**src/rtl/running_low_windowed.sv**
```systemverilog
// Sliding-window minimum: a DEPTH-sample shift window feeding a registered
// binary comparison tree of log2(DEPTH) stages, reporting the minimum and its age.
module running_low_windowed #(
  parameter int DEPTH = 8,   // power of two, >= 2
  parameter int WIDTH = 4
) (
  input  logic                       clk,
  input  logic                       reset,
  input  logic                       in_valid,
  input  logic [WIDTH-1:0]           data_in,
  input  logic                       flush,
  output logic                       out_valid,
  output logic [WIDTH-1:0]           low_out,
  output logic [$clog2(DEPTH)-1:0]   low_idx
);

  localparam int L  = $clog2(DEPTH);
  localparam int IW = L;
  localparam logic [IW:0] DEPTH_C = (IW+1)'(DEPTH);

  // Handshake: no backpressure. A sample is taken on every rising edge with
  // in_valid=1 (unless reset/flush), and out_valid is a one-cycle pulse that
  // marks low_out/low_idx as the result for the sample accepted L edges earlier.

  logic [WIDTH-1:0] win [DEPTH];
  logic [IW:0]      fill;
  logic [IW:0]      fill_next;
  logic             win_vld;

  assign fill_next = (fill == DEPTH_C) ? fill : fill + 1'b1;

  always_ff @(posedge clk) begin
    if (reset || flush) begin
      for (int k = 0; k < DEPTH; k++) win[k] <= '1;
      fill    <= '0;
      win_vld <= 1'b0;
    end else if (in_valid) begin
      win[0] <= data_in;
      for (int k = 1; k < DEPTH; k++) win[k] <= win[k-1];
      fill    <= fill_next;
      win_vld <= (fill_next == DEPTH_C);
    end else begin
      win_vld <= 1'b0;
    end
  end

  genvar s, i;
  for (s = 0; s <= L; s++) begin : g_st
    localparam int N = DEPTH >> s;
    logic [WIDTH-1:0] val [N];
    logic [IW-1:0]    age [N];
    logic             vld;

    if (s == 0) begin : g_leaf
      // Leaf ages are fixed by position: window slot k holds the sample of age k.
      for (i = 0; i < N; i++) begin : g_slot
        assign val[i] = win[i];
        assign age[i] = IW'(i);
      end
      assign vld = win_vld;
    end else begin : g_node
      logic [WIDTH-1:0] nxt_val [N];
      logic [IW-1:0]    nxt_age [N];

      // Right child wins only when strictly smaller, or equal but younger.
      always_comb begin
        for (int k = 0; k < N; k++) begin
          if ((g_st[s-1].val[2*k+1] < g_st[s-1].val[2*k]) ||
              ((g_st[s-1].val[2*k+1] == g_st[s-1].val[2*k]) &&
               (g_st[s-1].age[2*k+1] <  g_st[s-1].age[2*k]))) begin
            nxt_val[k] = g_st[s-1].val[2*k+1];
            nxt_age[k] = g_st[s-1].age[2*k+1];
          end else begin
            nxt_val[k] = g_st[s-1].val[2*k];
            nxt_age[k] = g_st[s-1].age[2*k];
          end
        end
      end

      // Data only advances with a valid token, so the last stage holds its
      // value between results and across a flush.
      always_ff @(posedge clk) begin
        if (reset) begin
          vld <= 1'b0;
          for (int k = 0; k < N; k++) begin
            val[k] <= '0;
            age[k] <= '0;
          end
        end else begin
          vld <= g_st[s-1].vld && !flush;
          if (g_st[s-1].vld && !flush) begin
            for (int k = 0; k < N; k++) begin
              val[k] <= nxt_val[k];
              age[k] <= nxt_age[k];
            end
          end
        end
      end
    end
  end

  assign out_valid = g_st[L].vld;
  assign low_out   = g_st[L].val[0];
  assign low_idx   = g_st[L].age[0];

endmodule

```
**config.mk**
```make
export PLATFORM = sky130hd
export DESIGN_NAME = running_low_windowed
export DESIGN_NICKNAME = d
export VERILOG_FILES = /design/src/rtl/running_low_windowed.sv
export SDC_FILE = /design/constraint.sdc
export NUM_CORES = 1
export LEC_CHECK = 0
export CORE_MARGIN = 1
export CORE_UTILIZATION = 55
export CTS_BUF_LIST = sky130_fd_sc_hd__clkbuf_4 sky130_fd_sc_hd__clkbuf_8
export DETAILED_ROUTE_END_ITERATION = 10
export PLACE_DENSITY = 0.72
export SLEW_MARGIN = 20
export SYNTH_ARGS = -nofsm -noshare
export SYNTH_HDL_FRONTEND = slang
export SYNTH_SLANG_ARGS = --single-unit
```
**constraint.sdc**
```tcl
create_clock -name clk -period 3.4 [get_ports clk]
set_clock_uncertainty 0.15 [all_clocks]
set_input_delay 0.34 -clock clk [delete_from_list [all_inputs] [get_ports clk]]
set_output_delay 0.34 -clock clk [all_outputs]
set_load 0.02 [all_outputs]
```
# Word level (Yosys, flattened, before mapping)

Memory sizes are Yosys's and may differ from the RTL's.
Cells that the tools add are included.

Bits in registers: 8
Memory bits (writable): 81
Bits of input ports: 8
Logic and storage cells: 118
Memories: 7

$add $sub $neg: 1
Order comparisons: 10
Eq/ne operators: 5
Mux-type cells: 55
Bitwise logic cells: 21
Reductions and logical operators: 14

Memories:

| name            | depth | width | read ports | clocked after memory_dff | write ports | RTL line | RTL |
|---|---|---|---|---|---|---|---|
| win             | 8     | 4     | 8          | 0                        | 8           | 25       | `logic [WIDTH-1:0] win [DEPTH];` |
| g_st[1].val     | 4     | 4     | 4          | 0                        | 4           | 50       | `logic [WIDTH-1:0] val [N];` |
| g_st[1].age     | 4     | 3     | 4          | 0                        | 4           | 51       | `logic [IW-1:0] age [N];` |
| g_st[2].val     | 2     | 4     | 2          | 0                        | 2           | 50       |  |
| g_st[2].age     | 2     | 3     | 2          | 0                        | 2           | 51       |  |
| g_st[3].val     | 1     | 4     | 1          | 0                        | 1           | 50       |  |
| 1 more memories | n/a   | n/a   | n/a        | n/a                      | n/a         | n/a      |  |

Operators with widths:

| kind                                         | number |
|---|---|
| two-way mux 4 bit                            | 23 |
| two-way mux 3 bit                            | 10 |
| less-than comparator 4 bit                   | 7 |
| two-way mux 1 bit                            | 22 |
| bitwise OR 1 bit                             | 20 |
| == test 4 bit                                | 3 |
| less-than comparator 3 bit                   | 3 |
| == test 4 bit (second input constant)        | 2 |
| logical AND 1 bit                            | 6 |
| adder 4 x 1 -> 4 bit (second input constant) | 1 |
| logical OR 1 bit                             | 4 |
| OR reduction 4 bit                           | 1 |
| OR reduction 3 bit                           | 1 |
| OR reduction 2 bit                           | 1 |
| logical NOT 1 bit                            | 1 |
| inverter 1 bit                               | 1 |

# Longest topological paths before layout

Depth after elaboration: 7
Gate-level depth with buffers: 7
Mapped depth without buffers: 6

# Worst setup path before layout

No wires, ideal clock.

Path type: input to register
Start point: in reset
End point: mem win[0][0], enable pin
Library setup time: 0.390 ns
Arrival time: 1.374 ns
Setup slack: 1.486 ns
Cell stages on the path: 2
Path buffers: 1
Cell sequence: clkbuf_1 > or3_1

RTL lines:

| element         | RTL line | RTL |
|---|---|---|
| start, declared | 8        | `input logic reset,` |
| end, declared   | 25       |  |

==> reports/metrics.cfg <==
[synthesis]
postSynthAreaPerCell_um2 = 11.0
yosys.cell_types.count = 39
synth_warnings = 0
synth_area_um2 = 4190
ys_seq_area_share_pct = 56.7
syn_inst = 379
synth_ff_type = edfxtp_1
synth-edff-count = 73
ys_ff_latch = 82
async_flop_share_pct = 0
synth_nets = 414

[detailed_routing]
vias_per_cell = 5.50
first_iter_violations = 138
wire_per_inst_um = 14.2
drc_errors = 0
drt_wl_total_um = 7080
dr.pass1.iters = 4
vias = 2752
ant_nets = 0

[setup_path]
crit_start = reset
r2r_setup_slack_ps = 1360
setup.worst_path.class = input pin to flop
worstPathCellList = clkdlybuf4s50_1 > nor2_4 > and2_1 > nand2_1 > mux2i_1
r2r_cells = 5
end_kind = flop
worst_setup_path_start_kind = input pin
path_buf_inv = 1
slowest_stage = clkdlybuf4s50_1
rr_startpoint = g_st[2].val[0][5]
crit_path_max_fanout = 22
crit_family = simple AND/OR/NAND/NOR gates
slowest_delay_ps = 640
r2r-end = g_st[3].val[0][3]
critPathArrivalTime_ps = 2230
critical_path_required_ps = 3460

[power_and_ir_drop]
ir_drop_mv = 0.216
p_int_uw = 1510
power.total_uw = 1960
p_switching_uw = 459
powerDensity_nw_per_um2 = 427
pwr-share-comb_pct = 6.3
p_leak_uw = 0.00182
p_sw_share_pct = 23.3
seqPwrFrac_pct = 57.3
power_frac_clock_pct = 36.4

[timing]
max_slew.worst_pin.slew_ps = 818
rsz0062_at_grt = false
tns_ps = 0
finalHoldViolCount = 0
max_freq_ghz = 0.461
fin_crit_sh_pct = 63.8
finalSetupViolCount = 0
relSlewSlack_pct = 45.5
whs_ps = 385
fin_crit_ps = 2170
slew_violations = 0

[die]
rows = 31
die_w_um = 89.2
ioPinCount = 16
start_util_pct = 57.4
core_region_area_um2 = 7290
die_y_um = 89.2
die_area_um2 = 7960

[layout]
seqCellArea_um2 = 2370
n_fill_cell = 620
diodes = 0
layout.cells.non_filler = 500
nNetsFinal = 431
multiInputGateArea_um2 = 1620
fin_util_pct = 63.1
synthToLayoutAreaGrowth_pct = 9.98
drive_gt1_share_pct = 5.74

[clocking]
htreeDepth = 3
cts_setup_buffers = 0
numCtsBuffers = 9
clkSinkCount = 82
clock_path_buffers = 2
cts_resized = 0
path_clk_slew_ps = 90
ctsHoldBuffers = 0
cts_root_buffer = clkbuf_8
clk_latency_ps = 350
cts_tree = built

[global_routing]
antenna_found_initial = 0
grt_use_total_pct = 20.0
grt_pass1_vias = 2641
grt_pass1_wl_um = 12000
grt_max_degree = 27
grt_overflow = 0

[worst_hold_path]
min_path_type = flop to flop
holdPathStages = 2
min_from = win[1][3]
hold_path_end = win[1][7]

[placed_design]
port-buffer-count = 15
finalWeightedCongestion = 0.862
post-dp-hpwl_um = 5140
dp.cells = 484

[flow_run]
cap_violations = 0

[run_status]
status = finished, final reports clean

-- cell usage in the layout (no fill, tap or decap), types with 2 or more instances in the layout --
master and instances:
or3_1 6, dfxtp_1 9, nor2_1 12, nor2b_1 11, ha_1 27, a21oi_1 29
xnor2_1 2, o21bai_1 2, nor3_1 7, mux2i_1 17, o211ai_1 2, o21ai_0 24
and2_2 2, a21o_1 4, nand4_1 3, clkbuf_8 9, clkdlybuf4s50_1 15, nand3_1 15
inv_6 2, o21a_1 4, nand2b_1 20, inv_1 36, clkinvlp_4 3, edfxtp_1 73
nand2_1 50, and2_1 2
-- cells by family after synthesis --
family	share of synthesized area, %
xor+xnor	0.628
flops	56.7
buf+inv	4.72
mux	4.07
simple gates	16.1
compound gates	9.72
fa+ha+maj	8.07
-- cells in the mapped netlist (all sizes together), types with 2 or more instances --
library cell	count	area, µm²
a21o	4	30.0
a21oi	31	170
and2	4	27.5
buf	8	55.1
clkbuf	2	7.51
dfxtp	9	180
edfxtp	73	2190
ha	27	338
inv	36	135
mux2i	17	170
nand2	50	188
nand2b	20	125
nand3	15	75.1
nand4	3	18.8
nor2	13	56.3
nor2b	11	68.8
nor3	7	35.0
o211ai	2	15.0
o21a	4	30.0
o21ai	24	120
o21bai	2	15.0
or3	6	37.5
xnor2	2	17.5
-- power groups by stage --
stage               sequential (µW)  combinational [µW]  clock [µW]
global route                   1130                 139         770
detailed placement             1150                 124           0
global placement               1150                 121           0
CTS                            1130                 125         726
floorplan                      1150                87.9           0
finish                         1130                 124         716
-- worst min-delay path, delay by kind of cell, from the launching register on --
| family | cells | cell delay, ps |
|---|---|---|
| flops | 1 | 320 |
| buf+inv | 1 | 70 |
| simple gates | 1 | 60 |
-- state kept, by name, summed over array words and instances (netlist names) --
signal and count:
fill 4, g_st.age 14, g_st.val 28, g_st.vld 3, out_valid 1, win 32
-- per-stage QoR --
stage / worst slack, ps / area, µm²
final: 1230 / 4600
after detailed placement: 872 / 4400
after global routing: 1060 / 4600
after global placement: 979 / 4400
after CTS: 1210 / 4600
after floorplan: 1490 / 4190
-- routing by layer --
| metal | part of all wire (%) | wire [µm] | up-vias | global-route usage [%] |
|---|---|---|---|---|
| met5 | 0 | 0 | - | 0 |
| li1 | - | - | 1368 | - |
| met1 | 45 | 3180 | 1307 | 25.2 |
| met3 | 3.2 | 228 | 16 | 4.71 |
| met4 | 2.0 | 138 | 0 | 7.36 |
| met2 | 50 | 3530 | 61 | 33.8 |
-- area by class of cell --
| class | instances | area share (%) |
|---|---|---|
| well taps | 99 | 2.69 |
| multi-input cells | 251 | 35.1 |
| flip-flops and latches | 82 | 51.5 |
| inverters | 36 | 2.94 |
| clock buffers | 9 | 2.69 |
| repair buffers | 16 | 3.42 |
| clock inverters | 7 | 1.63 |
-- worst max path at each step --
stage / end / slack (ps) / cells after the start
after floorplan: win[0][0] / 1490 / 2
after global placement: g_st[2].age[0][5] / 980 / 5
after detailed placement: g_st[2].age[0][5] / 870 / 5
after CTS: g_st[2].age[0][5] / 1210 / 5
after global routing: g_st[2].age[0][5] / 1060 / 5
final: g_st[2].age[0][5] / 1230 / 5
(Power assumes the default switching activity.)
